$ cat config.mk
export PLATFORM = sky130hd
export DESIGN_NAME = mcu_packet_parser
export DESIGN_NICKNAME = d
export VERILOG_FILES = /design/src/rtl/mcu_packet_parser.sv
export SDC_FILE = /design/constraint.sdc
export NUM_CORES = 1
export LEC_CHECK = 0
export ABC_AREA = 1
export CORE_ASPECT_RATIO = 1.1
export CORE_MARGIN = 2
export CORE_UTILIZATION = 45
export CTS_CLUSTER_SIZE = 10
export DETAILED_ROUTE_END_ITERATION = 8
export RECOVER_POWER = 100
export SETUP_SLACK_MARGIN = 0.15
export SYNTH_ARGS = -nofsm -noshare
export SYNTH_HDL_FRONTEND = slang
export SYNTH_SLANG_ARGS = --single-unit
$ cat constraint.sdc
create_clock -name clk -period 3.2 [get_ports clk]
set_clock_uncertainty 0.1 [all_clocks]
set_input_delay 0.64 -clock clk [delete_from_list [all_inputs] [get_ports clk]]
set_output_delay 0.64 -clock clk [all_outputs]
set_load 0.05 [all_outputs]
$ cat src/rtl/mcu_packet_parser.sv
// mcu_packet_parser: parses framed MCU SPI bytes into a PIT lookup prefix and buffers
// data-packet payload in a small FIFO.
module mcu_packet_parser #(
   parameter int FIFO_DEPTH = 16,
   parameter int TIMEOUT    = 1024
) (
   input  logic        clk,
   input  logic        rst,
   input  logic        cs_active,
   input  logic        rx_valid,
   input  logic [7:0]  rx_byte,
   output logic [63:0] prefix_out,
   output logic [5:0]  length_out,
   output logic [7:0]  metadata_out,
   output logic        interest_packet,
   output logic        prefix_valid,
   input  logic        prefix_ack,
   output logic [7:0]  data_out,
   output logic        data_valid,
   input  logic        data_ready,
   output logic        frame_error,
   output logic        busy
);
   localparam int AW = $clog2(FIFO_DEPTH);
   localparam int TW = $clog2(TIMEOUT + 1);

   typedef enum logic [2:0] {S_IDLE, S_META, S_PLEN, S_PREFIX, S_PAYLEN, S_PAYLOAD, S_DRAIN} state_t;

   state_t        r_state, w_next;
   logic [7:0]    r_meta, r_len;
   logic [3:0]    r_n, r_cnt;
   logic [63:0]   r_acc, w_acc;
   logic [TW-1:0] r_tmo;
   logic [7:0]    r_mem [FIFO_DEPTH];
   logic [AW-1:0] r_wp, r_rp;
   logic [AW:0]   r_count;
   logic          w_active, w_tmo, w_full, w_pop, w_push, w_pub, w_abort;

   assign w_active   = (r_state != S_IDLE) && (r_state != S_DRAIN);
   assign w_tmo      = r_tmo == TW'(TIMEOUT);
   assign w_full     = r_count == (AW+1)'(FIFO_DEPTH);
   assign w_pop      = (r_count != '0) && data_ready;
   assign w_acc      = r_acc | ({rx_byte, 56'b0} >> {r_cnt[2:0], 3'b000});
   assign data_valid = r_count != '0;
   assign data_out   = data_valid ? r_mem[r_rp] : '0;
   assign busy       = r_state != S_IDLE;

   always_comb begin
      w_next  = r_state;
      w_abort = 1'b0;
      w_pub   = 1'b0;
      w_push  = 1'b0;
      case (r_state)
         S_IDLE:    if (cs_active) w_next = S_META;
         S_META:    if (rx_valid) w_next = S_PLEN;
         S_PLEN:
            if (rx_valid) begin
               if (rx_byte[7:4] != 4'd0 || rx_byte[3:0] == 4'd0 || rx_byte[3:0] > 4'd8) w_abort = 1'b1;
               else w_next = S_PREFIX;
            end
         S_PREFIX:
            if (rx_valid && r_cnt == r_n - 4'd1) begin
               if (prefix_valid && !prefix_ack) w_abort = 1'b1;
               else begin
                  w_pub  = 1'b1;
                  w_next = r_meta[7] ? S_DRAIN : S_PAYLEN;
               end
            end
         S_PAYLEN:  if (rx_valid) w_next = (rx_byte == 8'd0) ? S_DRAIN : S_PAYLOAD;
         S_PAYLOAD:
            if (rx_valid) begin
               // a full FIFO can still accept when its head leaves in the same cycle
               if (w_full && !w_pop) w_abort = 1'b1;
               else begin
                  w_push = 1'b1;
                  if (r_len == 8'd1) w_next = S_DRAIN;
               end
            end
         S_DRAIN:
            if (!cs_active) w_next = S_IDLE;
            else if (rx_valid) w_abort = 1'b1;
         default:   w_next = S_IDLE;
      endcase
      if (w_active && (!cs_active || w_tmo)) begin
         w_abort = 1'b1;
         w_pub   = 1'b0;
         w_push  = 1'b0;
      end
      if (w_abort) w_next = S_DRAIN;
   end

   always_ff @(posedge clk or negedge rst) begin
      if (!rst) begin
         r_state         <= S_IDLE;
         r_meta          <= '0;
         r_len           <= '0;
         r_n             <= '0;
         r_cnt           <= '0;
         r_acc           <= '0;
         r_tmo           <= '0;
         r_wp            <= '0;
         r_rp            <= '0;
         r_count         <= '0;
         prefix_out      <= '0;
         length_out      <= '0;
         metadata_out    <= '0;
         interest_packet <= 1'b0;
         prefix_valid    <= 1'b0;
         frame_error     <= 1'b0;
      end else begin
         r_state     <= w_next;
         frame_error <= w_abort;
         r_tmo       <= (rx_valid || !w_active) ? '0 : w_tmo ? r_tmo : r_tmo + 1'b1;
         if (r_state == S_META && rx_valid) r_meta <= rx_byte;
         if (r_state == S_PLEN && rx_valid) begin
            r_n   <= rx_byte[3:0];
            r_cnt <= '0;
            r_acc <= '0;
         end
         if (r_state == S_PREFIX && rx_valid) begin
            r_acc <= w_acc;
            r_cnt <= r_cnt + 4'd1;
         end
         if (r_state == S_PAYLEN && rx_valid) r_len <= rx_byte;
         if (w_push) r_len <= r_len - 8'd1;
         if (w_pub) begin
            prefix_out      <= w_acc;
            length_out      <= 6'({r_n, 3'b000} - 7'd1);
            metadata_out    <= r_meta;
            interest_packet <= r_meta[7];
         end
         prefix_valid <= w_pub || (prefix_valid && !prefix_ack);
         if (w_push) r_wp <= r_wp + 1'b1;
         if (w_pop) r_rp <= r_rp + 1'b1;
         r_count <= r_count + (AW+1)'(w_push) - (AW+1)'(w_pop);
      end
   end

   always_ff @(posedge clk) begin
      if (w_push) r_mem[r_wp] <= rx_byte;
   end
endmodule
==> summary.txt <==
Detailed routing
  • Total wire length: 35.6 mm
  • Detail Route Antenna Nets: 0
  • DR pass1 iterations: 5
  • Via density: 5.31
  • Drt drc: 0
  • DRT iter0 DRCs: 842
  • Routed len/inst: 18.4 µm
  • Via count: 10287

Floorplanning
  • Core area: 30300 µm²
  • Row cnt: 67
  • Chip width: 171 µm
  • DIE AREA: 31900 µm²
  • I/O pin cnt: 105
  • Initial Util: 45.4%
  • Die Y: 187 µm

Clock tree
  • Clock slew at the register clock pins of the worst setup and hold paths: 50 ps
  • CTS HTree Levels: 2
  • Clk buf depth: 3
  • CTS tree: yes
  • Num CTS Buffers: 38
  • CTS Hold Bufs: 0
  • Worst-Skew Late Latency: 520 ps
  • Clk root buf: clkbuf_16
  • CTS sink cnt: 321

Critical path
  • Slowest CP cell: dfrtp_2
  • WS Path Type: reg -> out
  • CP Cell Sequence: inv_6 -> clkbuf_16 -> nor2_1 -> o221ai_1 -> nand3_1 -> a21oi_1 -> clkbuf_2
  • Max FO, Critical Path: 16
  • CP max stage delay: 450 ps
  • CP required: 2460 ps
  • Worst Path Arrival: 2330 ps
  • CP startpoint kind: register
  • Setup crit end kind: primary output

Place
  • I/O Buffers: 104
  • Worst slack at placement: 95.0 ps
  • RePlAce Congestion: 0.825
  • Final HPWL DP: 22.5 mm
  • Cell Area, Placed: 15400 µm²

Logic synthesis
  • Top post-synthesis cells by area: dfrtp_1 35%, edfxtp_1 28%, nand2_1 6.2%
  • Async SR Flop Fraction: 60.1%
  • Number of library cell types mapped by synthesis: 31
  • Syn_nets: 1414
  • Synth top area share: 35.2%
  • Synth Cell Area: 13700 µm²
  • Cells after Synth: 1382
  • Synth Flop Type: dfrtp_1
  • #FFs+latches synth: 321
  • Syn avg cell area: 9.94 µm²
  • Area leader, netlist: dfrtp_1
  • Post-synth EDFFs: 128
  • YS warnings: 0
  • Seq/Total Area, Yosys: 63.1%

GRT
  • GRT Util Overall: 22.6%
  • Vias in the first global route: 10161
  • First-pass GRT wire length: 56.2 mm
  • GR Util met2: 35.7%
  • Grt met1 use: 31.8%
  • GRT busiest layer: met2
  • Largest net degree at the start of global routing: 67
  • Grt ovf: 0
  • Met3 Track Usage GR: 3.41%
  • Antenna violations before repair: 1

Finish
  • Fraction of layout cells with a size suffix above 1: 6.76%
  • Filler cells: 2737
  • Nets: 1537
  • Post-route cell area: 16400 µm²
  • Inserted Diodes: 0
  • Area delta synth->final: 19.3%

Outcome
  • Violated checks: capacitance limit, slew limit
  • Status: complete, but fails checks

Timing
  • Final WS setup: 132 ps
  • Worst slew pin tran: 1620 ps
  • Slew HR: -7.71%
  • Min cycle time layout: 3070 ps
  • Endpoints failing hold: 0
  • RSZ-0062 raised after global routing: true
  • Pins Over Slew Limit: 63
  • Final setup violation count: 0
  • Max frequency: 326 MHz
  • Setup TNS Final: 0 ps
  • Tcrit/Tclk final: 95.9%

Power
  • Power per cell area: 841 nW/µm²
  • VDD IR max: 0.000350 V
  • Leakage: 6.99 nW

Worst hold path
  • Hold Crit Class: reg -> reg

Run
  • Maxcap violations: 1
## power breakdown
| part | internal (mW) | leakage, nW | switching (mW) |
|---|---|---|---|
| Clock | 2.23 | 0.510 | 1.56 |
| Combinational | 1.48 | 2.71 | 3.39 |
| Sequential | 4.78 | 3.76 | 0.347 |
## worst max-delay path, delay by kind of cell, from the launching register on
kind	cells	cell delay, ps
buffers and inverters	3	620
AO/OA/AOI/OAI	2	480
flip-flops	1	450
AND/OR/NAND/NOR	2	250
## placed cells by master, fill, tap and decap left out, types with 2 or more instances in the layout
cell             netlist  layout
clkinv_1               3       2
dlygate4sd3_1          0      90
clkbuf_2               0      22
xnor2_1                2       2
buf_12                 0       6
o22ai_1               28      28
o221ai_2               0       2
edfxtp_1             128     128
nor3_1                21      22
o21ai_1               60       7
dfrtp_1              193     192
nand3_1               47      48
inv_6                  0       3
or2_2                  4       4
xor2_1                14      14
clkbuf_1              41      33
clkdlybuf4s50_1        0       4
clkbuf_16              0      41
ha_1                  17      17
a21oi_1              101     101
nor2_1               149     150
inv_1                110     109
o221ai_1              25      23
nand2_1              227     226
buf_4                  6      15
nand4_1                5       5
o21ai_0              163     216
## registers in the layout, indices dropped and copies added, names as in the netlist, 5 cells and up
name and cells:
metadata_out 8, r_count 5, r_mem 128, r_tmo 11, r_meta 8, r_len 8, prefix_out 64, r_acc 64
## per-layer routing
metal / part of all wire [%] / wire [µm]
met1: 44 / 15600
met2: 47 / 16900
met3: 5.8 / 2080
met4: 2.8 / 1010
met5: 0 / 0
## Yosys cell counts, drive strengths merged, types with 2 or more instances
| library cell | number |
|---|---|
| a21oi | 101 |
| buf | 35 |
| clkbuf | 41 |
| clkinv | 3 |
| dfrtp | 193 |
| edfxtp | 128 |
| ha | 17 |
| inv | 112 |
| nand2 | 227 |
| nand3 | 48 |
| nand4 | 5 |
| nor2 | 151 |
| nor3 | 22 |
| o21ai | 223 |
| o221ai | 25 |
| o22ai | 28 |
| or2 | 4 |
| xnor2 | 2 |
| xor2 | 14 |
## what timing repair did
action,4_1_cts,5_1_grt
cloned,1,2
pin swaps,0,1
setup endpoints to repair,5,9
setup buffers,0,1
gates resized for setup,3,13
## layout make-up
class                      count  area, µm²  share of cell area [%]
timing repair buffer         159       1450                    8.84
clock buffer                  56       1040                    6.34
tap                          414        518                    3.16
multi-input combinational    870       4250                    25.9
inverter                     115        443                    2.70
sequential                   321       8670                    52.9
clock inverter                 2       17.5                   0.107
## final timing paths
kind                                   end       startpoint  slack (ps)  cells after the start
max                            data_out[4]          r_rp[0]         130                      7
min                        metadata_out[3]  metadata_out[3]         370                      2
max reg2reg                    r_mem[3][6]         r_tmo[0]         380                     11
min reg2reg                metadata_out[3]  metadata_out[3]         370                      2
max in group asynchronous   prefix_out[51]              rst         590                      2
min in group asynchronous    prefix_out[5]              rst         420                      1
## kinds of logic after synthesis
logic type | count (synthesis) | share of synthesized area [%]
adders and majority gates | 18 | 1.69
AOI/OAI and AO/OA | 379 | 14.8
buffers and inverters | 191 | 5.93
xor gates and xnor gates | 16 | 1.02
and+or+nand+nor | 457 | 13.4
DFF | 321 | 63.1
## metrics by stage
step	cells	util, %	hold WS, ps	total power, mW
final	1937	54.2	368	13.8
after global routing	1937	54.2	395	14.6
after CTS	1934	54.4	19.4	13.9
after detailed placement	1875	50.8	361	9.99
after global placement	1875	50.8	363	9.91
after floorplan	1382	-	244	8.43
(Power assumes the default switching activity.)
